## config.mk

```make
export PLATFORM = sky130hd
export DESIGN_NAME = vend_dispense_ctrl
export DESIGN_NICKNAME = d
export VERILOG_FILES = /design/src/rtl/vend_dispense_ctrl.sv
export SDC_FILE = /design/constraint.sdc
export NUM_CORES = 1
export LEC_CHECK = 0
export BUFFER_PORTS_ARGS = -buffer_cell sky130_fd_sc_hd__buf_2
export CAP_MARGIN = 25
export CORE_MARGIN = 1.5
export CORE_UTILIZATION = 55
export CTS_BUF_LIST = sky130_fd_sc_hd__clkbuf_8 sky130_fd_sc_hd__clkbuf_16
export DETAILED_ROUTE_END_ITERATION = 12
export HOLD_SLACK_MARGIN = 0.03
export PLACE_DENSITY = 0.76
export SYNTH_ARGS = -nofsm -noshare
export SYNTH_HDL_FRONTEND = slang
export SYNTH_SLANG_ARGS = --single-unit
```

## constraint.sdc

```tcl
create_clock -name clk -period 7.4 [get_ports clk]
set_input_delay 0 -clock clk [delete_from_list [all_inputs] [get_ports clk]]
set_output_delay 0 -clock clk [all_outputs]
set_load 0.02 [all_outputs]
```

## src/rtl/vend_dispense_ctrl.sv

```systemverilog
// Vend controller: validates a selection against price and stock, releases the item,
// returns change over valid/ready, then clears the upstream credit accumulator.
module vend_dispense_ctrl #(
  parameter int CURRENCY_WIDTH = 7,
  parameter int NUM_ITEMS      = 4,
  parameter int STOCK_WIDTH    = 4,
  parameter int STOCK_INIT     = 5,
  parameter int PRICE_0        = 15,
  parameter int PRICE_1        = 25,
  parameter int PRICE_2        = 40,
  parameter int PRICE_3        = 65
) (
  input  logic                      clk,
  input  logic                      rstn,
  input  logic [CURRENCY_WIDTH-1:0] total_currency,
  input  logic                      currency_avail,
  input  logic [1:0]                item_sel,
  input  logic                      item_sel_valid,
  input  logic                      cancel,
  input  logic                      restock_valid,
  input  logic [1:0]                restock_sel,
  output logic                      dispense_valid,
  output logic                      item_dispense_valid,
  output logic [1:0]                item_dispense_id,
  output logic [CURRENCY_WIDTH-1:0] change_value,
  output logic                      change_valid,
  input  logic                      change_ready,
  output logic                      busy,
  output logic                      err_sold_out,
  output logic                      err_insufficient
);

  typedef enum logic [2:0] {
    S_IDLE, S_CHECK, S_DISPENSE, S_CHANGE, S_REFUND, S_CLEAR, S_DRAIN
  } state_e;

  state_e                      state_q, state_d;
  logic [1:0]                  sel_q, sel_d;
  logic [CURRENCY_WIDTH-1:0]   snap_q, snap_d;
  logic [CURRENCY_WIDTH-1:0]   change_value_q, change_value_d;
  logic [STOCK_WIDTH-1:0]      stock_q [NUM_ITEMS];
  logic                        err_so_d, err_ins_d, dec_en;
  logic                        busy_q, change_valid_q, dispense_valid_q;
  logic                        item_dispense_valid_q, err_so_q, err_ins_q;
  logic [1:0]                  item_dispense_id_q;

  function automatic logic [CURRENCY_WIDTH-1:0] price_of(input logic [1:0] idx);
    case (idx)
      2'd0:    return CURRENCY_WIDTH'(PRICE_0);
      2'd1:    return CURRENCY_WIDTH'(PRICE_1);
      2'd2:    return CURRENCY_WIDTH'(PRICE_2);
      default: return CURRENCY_WIDTH'(PRICE_3);
    endcase
  endfunction

  // Saturates at zero so a misbehaving accumulator can never produce wrapped change.
  function automatic logic [CURRENCY_WIDTH-1:0] change_of(
    input logic [CURRENCY_WIDTH-1:0] credit, input logic [1:0] idx);
    if (credit < price_of(idx)) return '0;
    return credit - price_of(idx);
  endfunction

  always_comb begin
    state_d        = state_q;
    sel_d          = sel_q;
    snap_d         = snap_q;
    change_value_d = change_value_q;
    err_so_d       = 1'b0;
    err_ins_d      = 1'b0;
    dec_en         = 1'b0;
    case (state_q)
      S_IDLE: begin
        if (cancel && currency_avail) begin
          change_value_d = total_currency;
          state_d        = S_REFUND;
        end else if (item_sel_valid && currency_avail) begin
          sel_d   = item_sel;
          snap_d  = total_currency;
          state_d = S_CHECK;
        end
      end
      S_CHECK: begin
        if (stock_q[sel_q] == '0) begin
          err_so_d = 1'b1;
          state_d  = S_IDLE;
        end else if (snap_q < price_of(sel_q)) begin
          err_ins_d = 1'b1;
          state_d   = S_IDLE;
        end else begin
          state_d = S_DISPENSE;
        end
      end
      S_DISPENSE: begin
        dec_en         = 1'b1;
        change_value_d = change_of(total_currency, sel_q);
        state_d        = (change_value_d == '0) ? S_CLEAR : S_CHANGE;
      end
      S_CHANGE, S_REFUND: begin
        if (change_ready) begin
          change_value_d = '0;
          state_d        = S_CLEAR;
        end
      end
      S_CLEAR: state_d = S_DRAIN;
      // Hold until the accumulator has actually emptied so stale credit cannot re-vend.
      S_DRAIN: if (!currency_avail) state_d = S_IDLE;
      default: state_d = S_IDLE;
    endcase
  end

  // Registered outputs follow the next state so they line up with the state they describe.
  always_ff @(posedge clk or negedge rstn) begin
    if (!rstn) begin
      state_q               <= S_IDLE;
      change_value_q        <= '0;
      busy_q                <= 1'b0;
      change_valid_q        <= 1'b0;
      dispense_valid_q      <= 1'b0;
      item_dispense_valid_q <= 1'b0;
      item_dispense_id_q    <= 2'd0;
      err_so_q              <= 1'b0;
      err_ins_q             <= 1'b0;
    end else begin
      state_q               <= state_d;
      change_value_q        <= change_value_d;
      busy_q                <= (state_d != S_IDLE);
      change_valid_q        <= (state_d == S_CHANGE) || (state_d == S_REFUND);
      dispense_valid_q      <= (state_d == S_CLEAR);
      item_dispense_valid_q <= (state_d == S_DISPENSE);
      item_dispense_id_q    <= (state_d == S_DISPENSE) ? sel_q : 2'd0;
      err_so_q              <= err_so_d;
      err_ins_q             <= err_ins_d;
    end
  end

  always_ff @(posedge clk) begin
    sel_q  <= sel_d;
    snap_q <= snap_d;
  end

  // Restock takes priority over a same-cycle dispense decrement.
  always_ff @(posedge clk or negedge rstn) begin
    if (!rstn) begin
      for (int i = 0; i < NUM_ITEMS; i++) stock_q[i] <= STOCK_WIDTH'(STOCK_INIT);
    end else begin
      for (int i = 0; i < NUM_ITEMS; i++) begin
        if (restock_valid && (restock_sel == i[1:0]))
          stock_q[i] <= STOCK_WIDTH'(STOCK_INIT);
        else if (dec_en && (sel_q == i[1:0]))
          stock_q[i] <= stock_q[i] - 1'b1;
      end
    end
  end

  assign dispense_valid      = dispense_valid_q;
  assign item_dispense_valid = item_dispense_valid_q;
  assign item_dispense_id    = item_dispense_id_q;
  assign change_value        = change_value_q;
  assign change_valid        = change_valid_q;
  assign busy                = busy_q;
  assign err_sold_out        = err_so_q;
  assign err_insufficient    = err_ins_q;

endmodule
```

==> out/summary.json, run 1 <==
{
  "outcome": "finished, final reports clean",
  "htree_num_levels": 2,
  "fmax_ghz": 0.3534,
  "postSynth.topFlopCell": "sky130_fd_sc_hd__dfrtp_1",
  "type_of_element_launching_the_critical_path": "flip-flop",
  "worst_r2r_path_depth": 10,
  "p_clk_frac": 0.208,
  "timing.hold.worst_path_depth": 5,
  "post-route-min-period_ps": 2830,
  "synth_cell_types": 58,
  "die_x_um": 71.41,
  "routabilityCongestion": 0.9482,
  "clkSinkCount": 43,
  "drt_pre_antenna_iters": 4,
  "net_count_of_the_mapped_netlist": 297,
  "ys_seq_area_frac": 0.4395,
  "seq_power_share": 0.414,
  "post_route_cells_drive_above_1_share": 0.1774,
  "worstReg2RegEnd": "change_value[6]$_DFFE_PN0P_",
  "power.ir.vdd_worst_uv": 176.5,
  "cts.reportedPaths.clkPinSlew_ps": 90,
  "io_buffer_count": 32,
  "slew_headroom": 0.3410,
  "rows": 24,
  "p_int_uw": 522.3,
  "synth_edf_count": 9,
  "detail_routed_net_length_per_standard_cell_um": 14.97,
  "finClkSkew_ps": 5.946,
  "setup_viol": 0,
  "drv_slew": 0,
  "criticalPathCategory": "flip-flop to flip-flop",
  "dpl.hpwl_um": 3946,
  "r2r-start": "sel_q[1]$_DFFE_PP_",
  "vias_per_cell": 5.815,
  "drv.max_cap_violation_count": 0,
  "synth.yosys.warnings": 0,
  "layout.cells.most_common": "sky130_fd_sc_hd__buf_2",
  "final_hold_viol_count": 0,
  "pin_count": 33,
  "overflow": 0,
  "layout_common_cells": "32 x sky130_fd_sc_hd__buf_2, 27 x sky130_fd_sc_hd__nand2_1, 26 x sky130_fd_sc_hd__dfrtp_1",
  "die-area_sq_um": 5099,
  "grt_use_total": 0.2253,
  "synthesis.area_per_instance_sq_um": 9.786,
  "cts_inserted_buffers": 5,
  "power_per_cell_area_nw_per_um2": 280.9,
  "fillers": 343,
  "drtIter0Drc": 173,
  "via_count_of_the_first_global_routing_pass": 1945,
  "setup.worst_path.start": "sel_q[1]$_DFFE_PP_",
  "total_design_power_uw": 848.3,
  "combPwrFrac": 0.377,
  "finalInstanceArea_sq_um": 3020,
  "vertical_extent_of_the_die_um": 71.41,
  "power.switching_fraction": 0.3843,
  "cts.path.max_buffers": 2,
  "required_ps": 7630,
  "areaGrowthSynthToFinish_pct": 17.36,
  "totalWireLength_um": 5419,
  "netSwitchingPower_uw": 326.0,
  "ys_seq_elements": 43,
  "mapped_area_sq_um": 2574,
  "power_leakage_nw": 1.323,
  "grt_start_max_net_pins": 35,
  "finalCoreUtilization": 0.6842,
  "min_path_type": "primary input to flip-flop",
  "critical_path.endpoint_type": "flip-flop",
  "finalCritPeriodShare": 0.3824,
  "async_reset_ff_frac": 0.7907,
  "dr_total_vias": 2105,
  "cp-endpoint": "change_value[6]$_DFFE_PN0P_",
  "regToRegSetupSlack_ps": 4570,
  "initial_utilization": 0.5830,
  "setup-tns-final_ps": 0,
  "insertion_delay_ps": 300,
  "fin_nets": 343,
  "grt_first_pass_wirelength_um": 8935,
  "postSynthCellCount": 263,
  "final.hold.worst_slack_ps": 205.4,
  "cts_root_buf": "sky130_fd_sc_hd__clkbuf_8",
  "timing_worst_slew_pin_value_ps": 986.5,
  "postRouteAntennaNets": 0,
  "initial_antenna_violation_count": 0,
  "clock_tree_from_tritoncts": "done",
  "detail_route.drc_violations": 0,
  "rsz0062_at_grt": "false",
  "placedInstanceArea_sq_um": 2763,
  "arrival_ps": 3060,
  "core_region_area_sq_um": 4414,
  "worstPathMaxFanout": 11,
  "antenna-diode-count": 0
}
-- cells in the mapped netlist (all sizes together) (2+ instances only) --
library cell  number  area (sq um)
a21oi             13         68.82
buf                5         25.02
xnor2              8         70.07
or2                2         12.51
xor2               7         61.31
nor2b              5         31.28
nand3              8         40.04
nand3b             2         15.01
a211o              2         17.52
a31oi              6         37.54
o21ai              5         25.02
o21a               6         45.04
o31ai              2         15.01
inv               17         63.81
and3               4         25.02
o311ai             4         35.03
nand2b             2         12.51
nor3               2         10.01
nor2              25         93.84
ha                15         187.7
nor3b              2         20.02
and2               5         31.28
a21bo              2         20.02
nand2             27         101.4
clkbuf             3         11.26
dfrtp             26         650.6
nor4               6         37.54
or4                5         37.54
dfstp              8         210.2
or3b               2         17.52
o211ai             7         52.55
edfxtp             9         270.3
-- area by class of cell --
class / instances / area, sq um / share of cell area
multi-input cells: 195 / 1343 / 0.4445
flip-flops and latches: 43 / 1131 / 0.3745
repair buffers: 47 / 310.3 / 0.1027
clock buffers: 6 / 93.84 / 0.03107
well taps: 52 / 65.06 / 0.02154
inverters: 17 / 63.81 / 0.02113
clock inverters: 2 / 13.76 / 0.004557
-- stage by stage --
stage | setup slack, ps | instances
5_1_grt | 4361 | 362
2_1_floorplan | 4831 | 263
4_1_cts | 4572 | 362
6_report | 4570 | 362
3_3_place_gp | 4691 | 339
3_5_place_dp | 4597 | 339
-- state kept, by name (all words and copies together), names as in the netlist --
register and count:
busy 1, change_valid 1, change_value 7, dispense_valid 1, err_insufficient 1, err_sold_out 1
item_dispense_id 2, item_dispense_valid 1, sel_q 2, snap_q 7, state_q 3, stock_q 16
-- how the worst min path moves through the flow --
stage               slack [ps]                   end          from
finish                     210        busy$_DFF_PN0_  change_ready
global route               260        busy$_DFF_PN0_  change_ready
CTS                        200        busy$_DFF_PN0_  change_ready
detailed placement         120  state_q[0]$_DFF_PN0_          rstn
global placement           100  state_q[0]$_DFF_PN0_          rstn
floorplan                 -300        busy$_DFF_PN0_          rstn
-- cells by family after synthesis --
kind of cell | count (synthesis) | share of synthesized area
buffers and inverters | 25 | 0.03889
multiplexers | 1 | 0.003889
flip-flops | 43 | 0.4395
XOR/XNOR | 16 | 0.05980
AO/OA/AOI/OAI | 59 | 0.1692
AND/OR/NAND/NOR | 103 | 0.2081
adder cells (fa/ha/maj) | 16 | 0.08070
-- metal layers --
metal | vias to the layer above | share of wire | track usage
met5 | - | 0 | 0
met4 | 0 | 0.012 | 0.07757
met3 | 6 | 0.054 | 0.04782
met2 | 54 | 0.46 | 0.3436
met1 | 1004 | 0.47 | 0.3213
li1 | 1041 | - | -
-- worst max-delay path, stage by stage (launching register included) --
cell and delay (ps):
sky130_fd_sc_hd__edfxtp_1 540, sky130_fd_sc_hd__nor2b_1 230, sky130_fd_sc_hd__inv_1 160, sky130_fd_sc_hd__ha_1 190
sky130_fd_sc_hd__inv_1 50, sky130_fd_sc_hd__fa_1 390, sky130_fd_sc_hd__a21oi_1 190, sky130_fd_sc_hd__o211ai_1 140
sky130_fd_sc_hd__and3_1 200, sky130_fd_sc_hd__or4_1 500, sky130_fd_sc_hd__a31oi_1 160
-- power by group through the flow --
stage | combinational [mW] | clock (mW) | sequential (mW)
final | 0.320 | 0.177 | 0.352
after global routing | 0.354 | 0.189 | 0.360
after CTS | 0.320 | 0.177 | 0.352
after detailed placement | 0.313 | 0 | 0.356
after global placement | 0.306 | 0 | 0.354
after floorplan | 0.207 | 0 | 0.376
-- timing repair --
item	CTS	global route
hold buffers	15	0
buffers inserted	0	0
setup endpoints to repair	0	0
gates resized for setup	0	0
endpoints found under the hold margin	45	0
Note: power is estimated with default switching activity, not from simulation.
==> inputs of run 2 (changes only) <==
clock period = 2.7 ns   (was 7.4 ns; I/O delays follow)
==> out/summary.json, run 2 (same netlist as run 1, synthesis figures left out) <==
{
  "hold_path_startpoint": "change_ready",
  "pin_count": {"value": 33, "change": "unchanged"},
  "dpl.hpwl": {"value": 3979, "unit": "um", "change": "+0.82%"},
  "post_route_cells_drive_above_1_share": {"value": 0.2075, "change": "+0.03013"},
  "total_design_power": {"value": 2.263, "unit": "mW", "change": "+170%"},
  "areaGrowthSynthToFinish_pct": 19.69,
  "die_x": {"value": 71.41, "unit": "um", "change": "unchanged"},
  "final_hold_viol_count": {"value": 0, "change": "unchanged"},
  "postRouteAntennaNets": {"value": 0, "change": "unchanged"},
  "setup_viol": {"value": 0, "change": "unchanged"},
  "core_region_area": {"value": 4414, "unit": "sq um", "change": "unchanged"},
  "outcome": "finished, final reports clean",
  "fillers": {"value": 352, "change": "+2.6%"},
  "grt_start_max_net_pins": {"value": 35, "change": "unchanged"},
  "drv_slew": {"value": 0, "change": "unchanged"},
  "drv.max_cap_violation_count": {"value": 0, "change": "unchanged"},
  "cts_inserted_buffers": {"value": 5, "change": "unchanged"},
  "fmax": {"value": 0.3958, "unit": "GHz", "change": "+12%"},
  "cts.reportedPaths.clkPinSlew": {"value": 80, "unit": "ps", "change": "about the same"},
  "setup-tns-final": {"value": 0, "unit": "ps", "change": "unchanged"},
  "drtIter0Drc": {"value": 132, "change": "-24%"},
  "slew_headroom": {"value": 0.4956, "change": "+0.1546"},
  "clock_tree_from_tritoncts": "done",
  "dr_total_vias": {"value": 2167, "change": "+2.9%"},
  "cts.repair_timing.setup_buffer_count": {"value": 0, "change": "unchanged"},
  "setup.worst_path.start": "sel_q[1]$_DFFE_PP_",
  "criticalPathCategory": "flip-flop to flip-flop",
  "min_path_type": "primary input to flip-flop",
  "layout_common_cells": "32 x sky130_fd_sc_hd__buf_2, 27 x sky130_fd_sc_hd__nand2_1, 26 x sky130_fd_sc_hd__dfrtp_1",
  "arrival": {"value": 2740, "unit": "ps", "change": "-320 ps"},
  "insertion_delay": {"value": 290, "unit": "ps", "change": "about the same"},
  "routabilityCongestion": {"value": 0.8926, "change": "-5.9%"},
  "fin_nets": {"value": 351, "change": "+2.3%"},
  "via_count_of_the_first_global_routing_pass": {"value": 2049, "change": "+5.3%"},
  "crit_chain": "nor2b_1 > inv_1 > ha_1 > inv_1 > fa_2 > a21oi_2 > o211ai_1 > and3_1 > or4_1 > a31oi_1",
  "worstPathMaxFanout": {"value": 3, "change": "-8"},
  "rows": {"value": 24, "change": "unchanged"},
  "r2r-start": "sel_q[1]$_DFFE_PP_",
  "top_register": "stock_q",
  "cts_root_buf": "sky130_fd_sc_hd__clkbuf_8",
  "die-area": {"value": 5099, "unit": "sq um", "change": "unchanged"},
  "overflow": {"value": 0, "change": "unchanged"},
  "io_buffer_count": {"value": 32, "change": "unchanged"},
  "htree_num_levels": {"value": 2, "change": "unchanged"},
  "vias_per_cell": {"value": 5.857, "change": "+0.72%"},
  "detail_route.drc_violations": {"value": 0, "change": "unchanged"},
  "crit_top_cell": "sky130_fd_sc_hd__inv_1",
  "layout.cells.most_common": "sky130_fd_sc_hd__buf_2",
  "post-route-min-period": {"value": 2526, "unit": "ps", "change": "-303.4 ps"},
  "largest_register_ffs": {"value": 16, "change": "unchanged"},
  "final.hold.worst_slack": {"value": 243.9, "unit": "ps", "change": "+38.51 ps"},
  "vertical_extent_of_the_die": {"value": 71.41, "unit": "um", "change": "unchanged"},
  "power.ir.vdd_worst": {"value": 510.7, "unit": "uV", "change": "+190%"},
  "slowest_stage": "sky130_fd_sc_hd__or4_1",
  "clkSinkCount": {"value": 43, "change": "unchanged"},
  "finClkSkew": {"value": 9.530, "unit": "ps", "change": "+3.583 ps"},
  "cpPeakStageDelay": {"value": 500, "unit": "ps", "change": "-40 ps"},
  "required": {"value": 2910, "unit": "ps", "change": "-4720 ps"},
  "rsz0062_at_grt": "false",
  "type_of_element_launching_the_critical_path": "flip-flop",
  "initial_utilization": {"value": 0.5830, "change": "unchanged"},
  "grt_first_pass_wirelength": {"value": 9342, "unit": "um", "change": "+4.6%"},
  "totalWireLength": {"value": 5427, "unit": "um", "change": "+0.15%"},
  "power_per_cell_area": {"value": 734.8, "unit": "nW/um^2", "change": "+160%"},
  "initial_antenna_violation_count": {"value": 0, "change": "unchanged"},
  "cts.path.max_buffers": {"value": 2, "change": "unchanged"},
  "detail_routed_net_length_per_standard_cell": {"value": 14.67, "unit": "um", "change": "-2.0%"},
  "power_leakage": {"value": 1.352, "unit": "nW", "change": "+2.2%"},
  "antenna-diode-count": {"value": 0, "change": "unchanged"},
  "drt_pre_antenna_iters": {"value": 4, "change": "unchanged"},
  "critical_path.endpoint_type": "flip-flop",
  "timing_worst_slew_pin_value": {"value": 756.6, "unit": "ps", "change": "-229.9 ps"},
  "finalCritPeriodShare": {"value": 0.9357, "change": "+0.5533"},
  "grt_use_total": {"value": 0.2347, "change": "+0.009346"}
}
==> run 2: metrics by stage <==
step	std cells	area (sq um)	util	worst slack (ps)
global placement	347	2823	0.6395	223.0
finish	370	3080	0.6978	173.6
global route	370	3080	0.6978	17.91
detailed placement	347	2823	0.6395	140.5
floorplan	263	2574	-	131.0
CTS	370	3058	0.6927	112.2
==> run 2: power by group <==
| group | leakage (nW) | switching (mW) | internal, mW |
|---|---|---|---|
| clock | 0.0453 | 0.215 | 0.177 |
| combinational | 0.805 | 0.531 | 0.379 |
| sequential | 0.502 | 0.121 | 0.840 |
==> run 2: final cells by class <==
cell class / instances / area, sq um / share of cell area
flip-flops and latches: 43 / 1131 / 0.3672
multi-input cells: 195 / 1365 / 0.4431
repair buffers: 55 / 370.4 / 0.1202
clock buffers: 5 / 68.82 / 0.02234
well taps: 52 / 65.06 / 0.02112
clock inverters: 3 / 16.27 / 0.005280
inverters: 17 / 63.81 / 0.02071
==> run 2: path summary, 6_finish.rpt <==
kind / to / slack, ps / depth (start not counted)
setup / recovery: change_value[6]$_DFFE_PN0P_ / 170 / 10
hold / removal: busy$_DFF_PN0_ / 240 / 5
setup reg to reg: change_value[6]$_DFFE_PN0P_ / 170 / 10
hold reg to reg: change_value[4]$_DFFE_PN0P_ / 490 / 1
max in group asynchronous: item_dispense_id[0]$_DFF_PN0_ / 1910 / 2
min in group asynchronous: change_valid$_DFF_PN0_ / 310 / 2
==> run 2: timing repair <==
| action | in CTS | in global routing |
|---|---|---|
| hold buffers | 15 | 0 |
| gates resized for setup | 0 | 4 |
| setup endpoints to repair | 0 | 3 |
| hold endpoints to repair | 45 | 0 |
==> run 2: worst max-delay path: cells and delay by family (launching register included) <==
family | cells | cell delay (ps)
compound gates | 3 | 490
fa+ha+maj | 2 | 520
buf+inv | 2 | 140
flops | 1 | 410
simple gates | 3 | 880
==> run 2: layer usage <==
metal,GRT usage,vias up,share of wire
met5,0,-,0
met4,0.08805,0,0.017
met3,0.04219,9,0.049
met2,0.3817,61,0.47
met1,0.3152,1034,0.46
li1,-,1063,-
